===== config.mk =====
export PLATFORM = sky130hd
export DESIGN_NAME = ro_monitor_ctrl
export DESIGN_NICKNAME = d
export VERILOG_FILES = /design/src/rtl/ro_monitor_pkg.sv /design/src/rtl/ro_monitor_sync_edge.sv /design/src/rtl/ro_monitor_ctrl.sv
export SDC_FILE = /design/constraint.sdc
export NUM_CORES = 1
export LEC_CHECK = 0
export ABC_AREA = 1
export CAP_MARGIN = 40
export CORE_MARGIN = 10
export CORE_UTILIZATION = 50
export CTS_CLUSTER_DIAMETER = 100
export DETAILED_ROUTE_END_ITERATION = 12
export GPL_ROUTABILITY_DRIVEN = 0
export PLACE_DENSITY = 0.72
export SETUP_SLACK_MARGIN = 0.2
export SLEW_MARGIN = 10
export SYNTH_ARGS = -nofsm -noshare
export SYNTH_HDL_FRONTEND = slang
export SYNTH_SLANG_ARGS = --single-unit

===== constraint.sdc =====
create_clock -name CLK -period 3.4 [get_ports CLK]
set_input_delay 0.68 -clock CLK [delete_from_list [all_inputs] [get_ports CLK]]
set_output_delay 0.68 -clock CLK [all_outputs]
set_load 0.005 [all_outputs]

===== src/rtl/ro_monitor_pkg.sv =====
// Shared types and constants for the ring-oscillator monitor controller.
package ro_monitor_pkg;

  typedef enum logic [1:0] {
    IDLE    = 2'd0,
    SETTLE  = 2'd1,
    MEASURE = 2'd2,
    DONE    = 2'd3
  } state_e;

  localparam int WIN_SEL_W = 3;
  localparam int WIN_BASE  = 16;
  localparam int WIN_CNT_W = 11;

  // Terminal-count load for a window of (WIN_BASE << sel) cycles; 2048 loads as 2047.
  function automatic logic [WIN_CNT_W-1:0] win_load(input logic [WIN_SEL_W-1:0] sel);
    logic [WIN_CNT_W:0] n;
    n = (WIN_CNT_W+1)'(WIN_BASE) << sel;
    n = n - (WIN_CNT_W+1)'(1);
    return n[WIN_CNT_W-1:0];
  endfunction

endpackage


===== src/rtl/ro_monitor_sync_edge.sv =====
// Two-flop synchroniser for the divided RO output plus a third flop for rising-edge detect.
module ro_monitor_sync_edge (
  input  logic clk,
  input  logic rst,
  input  logic async_in,
  output logic rise
);

  logic [2:0] sh_q, sh_d;

  always_comb begin
    sh_d = {sh_q[1:0], async_in};
  end

  always_ff @(posedge clk or posedge rst) begin
    if (rst) sh_q <= '0;
    else     sh_q <= sh_d;
  end

  assign rise = sh_q[1] & ~sh_q[2];

endmodule


===== src/rtl/ro_monitor_ctrl.sv =====
// Ring-oscillator speed monitor: enable ring, settle, count divided-RO edges over a window.
//
// state   | meaning
// IDLE    | ring off, no result
// SETTLE  | ring on, waiting SETTLE_CYC cycles for it to stabilise
// MEASURE | ring on, counting synchronised rising edges for N cycles
// DONE    | ring off, COUNT/OVF hold a valid result
module ro_monitor_ctrl
  import ro_monitor_pkg::*;
#(
  parameter int CNT_W      = 16,
  parameter int SETTLE_CYC = 16
) (
`ifdef USE_POWER_PINS
  inout  wire               VDD,
  inout  wire               VSS,
`endif
  input  logic                 CLK,
  input  logic                 RST,
  input  logic                 START,
  input  logic                 STOP,
  input  logic [WIN_SEL_W-1:0] WIN_SEL,
  input  logic                 RO_DIV,
  output logic                 RO_EN,
  output logic                 BUSY,
  output logic                 VALID,
  output logic                 OVF,
  output logic [CNT_W-1:0]     COUNT
);

  localparam logic [WIN_CNT_W-1:0] SETTLE_LOAD = WIN_CNT_W'(SETTLE_CYC - 1);
  localparam logic [CNT_W-1:0]     CNT_MAX     = '1;

  state_e               state_q, state_d;
  logic [WIN_CNT_W-1:0] win_cnt_q, win_cnt_d;
  logic [WIN_SEL_W-1:0] win_sel_q, win_sel_d;
  logic [CNT_W-1:0]     count_q, count_d;
  logic                 ovf_q, ovf_d;
  logic                 tick;

  ro_monitor_sync_edge u_sync (
    .clk      (CLK),
    .rst      (RST),
    .async_in (RO_DIV),
    .rise     (tick)
  );

  // The same down-counter times the settle phase and then the measurement window.
  always_comb begin
    state_d   = state_q;
    win_cnt_d = win_cnt_q;
    win_sel_d = win_sel_q;
    count_d   = count_q;
    ovf_d     = ovf_q;

    case (state_q)
      IDLE, DONE: begin
        if (START) begin
          state_d   = SETTLE;
          win_sel_d = WIN_SEL;
          win_cnt_d = SETTLE_LOAD;
          count_d   = '0;
          ovf_d     = 1'b0;
        end
      end
      SETTLE: begin
        if (win_cnt_q == '0) begin
          state_d   = MEASURE;
          win_cnt_d = win_load(win_sel_q);
        end else begin
          win_cnt_d = win_cnt_q - WIN_CNT_W'(1);
        end
      end
      MEASURE: begin
        if (tick) begin
          if (count_q == CNT_MAX) ovf_d = 1'b1;
          else                    count_d = count_q + CNT_W'(1);
        end
        if (win_cnt_q == '0) state_d = DONE;
        else                 win_cnt_d = win_cnt_q - WIN_CNT_W'(1);
      end
      default: state_d = IDLE;
    endcase

    // Abort wins over everything, including a START in the same cycle.
    if (STOP) begin
      state_d   = IDLE;
      win_cnt_d = win_cnt_q;
      win_sel_d = win_sel_q;
      count_d   = count_q;
      ovf_d     = 1'b0;
    end
  end

  always_ff @(posedge CLK or posedge RST) begin
    if (RST) begin
      state_q   <= IDLE;
      win_cnt_q <= '0;
      win_sel_q <= '0;
      count_q   <= '0;
      ovf_q     <= 1'b0;
    end else begin
      state_q   <= state_d;
      win_cnt_q <= win_cnt_d;
      win_sel_q <= win_sel_d;
      count_q   <= count_d;
      ovf_q     <= ovf_d;
    end
  end

  assign RO_EN = (state_q == SETTLE) || (state_q == MEASURE);
  assign BUSY  = RO_EN;
  assign VALID = (state_q == DONE);
  assign OVF   = ovf_q;
  assign COUNT = count_q;

endmodule

==> flow_metrics.py <==
metrics = {
    "clock_network": {
        "cts_max_path_buffers": 2,
        "post_cts_buffers": 0,
        "clockRootBuffer": "clkbuf_8",
        "cts_sinks": 36,
        "ctsResizeCount": 0,
        "clkTransAtPathRegs_ns": 0.08,
        "cts_hold_buf": 0,
        "cts_tree": "yes",
        "cts_made_buffers": 5,
        "clk_latency_ns": 0.29,
        "htree_levels": 2,
    },
    "yosys": {
        "synth_common_cells": "nand2_1 (133), nor2_1 (49), inv_1 (38), dfrtp_1 (36), nand3_1 (29)",
        "syn-num-nets": 378,
        "yosysWarnings": 0,
        "muxShareOfSynthArea_pct": 0.459,
        "synth_top_family_by_area": "simple AND/OR/NAND/NOR gates",
        "synth_largest_area_cell": "dfrtp_1",
        "synthTopCellsByArea": "dfrtp_1 (37%), nand2_1 (20%), nor2_1 (7.5%), nand3_1 (5.9%), inv_1 (5.8%)",
        "synth_compound_area_share_pct": 5.92,
        "synth_cell_type_count": 31,
        "synth_ff_type": "dfrtp_1",
        "synthSimpleGateAreaFrac_pct": 41.5,
        "avgSynthCellArea_um2": 6.76,
        "yosys.cell_count.top_type": "nand2_1",
        "seq_area_frac_synth_pct": 36.7,
        "synth.cell_area_mm2": 0.00245,
        "synth_adder_area_share_pct": 3.57,
        "netlist.area_leader.share_pct": 36.7,
        "synth_edf_count": 0,
        "async_reset_ff_share_pct": 100,
        "synth_xor_area_share_pct": 4.64,
        "postSynthCellCount": 363,
        "synth_seq_cells": 36,
    },
    "detailed_routing": {
        "drt_iter0_drc": 170,
        "num_vias": 2301,
        "viasPerCell": 4.99,
        "drc": 0,
        "wirelength_mm": 5.70,
        "firstDrtPassIters": 4,
        "wl_per_cell_um": 12.4,
        "drtAntennaViolNets": 0,
    },
    "floorplanning": {
        "core_mm2": 0.00472,
        "row_count": 25,
        "die-height_um": 90.0,
        "pin_count": 28,
        "start_util_pct": 51.9,
        "dieArea_mm2": 0.00811,
        "die_width_um": 90.0,
    },
    "job": {
        "maxCapViolations": 0,
    },
    "sta": {
        "setup_viol": 0,
        "rsz0062_at_grt": "false",
        "whs_ns": 0.340,
        "fin_tns_setup_ns": 0,
        "fmax_mhz": 408,
        "period_needed_ns": 2.45,
        "fin_crit_sh_pct": 72.1,
        "hold_viol": 0,
        "finalClockSkew_ns": 0.0109,
        "worstMarginPinSlew_ns": 0.506,
        "slew_violations": 0,
        "maxSlewHeadroom_pct": 66.3,
    },
    "worst_setup_path": {
        "slowest_delay_ns": 0.53,
        "crit_chain": "inv_1, ha_1, inv_2, clkdlybuf4s50_1",
        "worstPathMaxFanout": 8,
        "slowest_stage": "clkdlybuf4s50_1",
        "critPathArrivalTime_ns": 1.77,
        "rrSetupSlack_ns": 1.15,
        "r2r_cells": 7,
        "worstPathRequired_ns": 2.72,
        "startpoint_type": "flip-flop",
        "cp-end-kind": "output port",
        "worstReg2RegStart": "state_q[0]$_DFFE_PP0P_",
        "worst-setup-path-type": "flip-flop to output port",
        "r2r-end": "COUNT[9]$_DFFE_PP0P_",
    },
    "min_path": {
        "hold_path.class": "flip-flop to flip-flop",
        "whs_endpoint": "u_sync.sh_q[1]$_DFF_PP0_",
        "hold_path_depth": 0,
        "min_from": "u_sync.sh_q[0]$_DFF_PP0_",
    },
    "global_routing": {
        "antenna_found_initial": 0,
        "grt_pass1_wl_mm": 10.3,
        "track_usage_pct": 14.7,
        "overflow": 0,
        "grt_start_max_net_pins": 37,
        "grt_pass1_vias": 2245,
    },
    "run_status": {
        "status": "complete, no violations",
    },
    "placed_design": {
        "dpl.hpwl_mm": 4.25,
        "io_buffer_count": 27,
    },
    "power_and_ir_drop": {
        "power_density_mw_per_mm2": 556,
        "power.leakage_uw": 0.00143,
        "totalPowerFinal_uw": 1600,
        "vdd_drop_max_mv": 0.371,
    },
    "finish": {
        "area_growth_pct": 17.4,
        "antenna_cells": 0,
        "drive_above_1_share_pct": 5.33,
        "fin_nets": 409,
    },
}
flip-flops by register name, summed over array words and instances (netlist names):
name,count
win_cnt_q,11
u_sync.sh_q,3
win_sel_q,3
OVF,1
COUNT,16
state_q,2
metal layers:
metal	GRT usage (%)	vias up	share of wire (%)
met4	3.71	0	1.0
li1	-	1203	-
met5	0	-	0
met3	3.99	7	5.1
met1	20.0	1048	51
met2	22.4	43	43
final cells by class:
type	instances	area, um^2
Fill cell	457	1840
Multi-Input combinational cell	284	1380
Sequential cell	36	901
Timing Repair Buffer	28	278
Inverter	39	146
Clock buffer	7	96.3
Tap cell	67	83.8
logic make-up after synthesis:
logic type	Yosys count
compound gates	26
simple gates	237
xor+xnor	13
fa+ha+maj	7
buf+inv	43
flops	36
mux	1
where the power goes:
group | internal, uW | switching, uW
Clock | 181 | 154
Combinational | 236 | 463
Sequential | 491 | 77.8
worst max-delay path, delay by kind of cell (launching register included):
family	cells	cell delay [ns]
fa+ha+maj	1	0.33
flops	1	0.40
buf+inv	3	0.75
through the flow:
step | area [um^2] | utilization (%) | worst slack [ns] | cells
after floorplan | 2450 | - | 1.64 | 363
after global placement | 2780 | 58.9 | 1.10 | 454
after detailed placement | 2780 | 58.9 | 1.06 | 454
after CTS | 2880 | 61.0 | 0.942 | 461
after global routing | 2880 | 61.0 | 0.867 | 461
final | 2880 | 61.0 | 0.950 | 461
worst max-delay path by stage:
| stage | slack, ns | depth (start not counted) | to | from |
|---|---|---|---|---|
| floorplan | 1.64 | 8 | COUNT[11]$_DFFE_PP0P_ | state_q[0]$_DFFE_PP0P_ |
| global placement | 1.10 | 6 | COUNT[5]$_DFFE_PP0P_ | START |
| detailed placement | 1.06 | 6 | COUNT[12]$_DFFE_PP0P_ | START |
| CTS | 0.94 | 4 | RO_EN | state_q[0]$_DFFE_PP0P_ |
| global route | 0.87 | 4 | RO_EN | state_q[0]$_DFFE_PP0P_ |
| finish | 0.95 | 4 | RO_EN | state_q[0]$_DFFE_PP0P_ |
layout by cell type, fill, tap and decap left out, drive strengths merged:
master,instances
nand4,5
nor3b,2
nand3,29
nand3b,1
buf,1
ha,7
nor2,51
o21bai,1
a21oi,9
o21ai,12
xor2,10
inv,39
dfrtp,36
xnor2,3
nor3,7
clkdlybuf4s50,27
or2,1
clkbuf,7
and2,2
mux2,1
o31ai,2
a21boi,1
o22ai,1
nand2,139
Note: power is estimated with default switching activity, not from simulation.
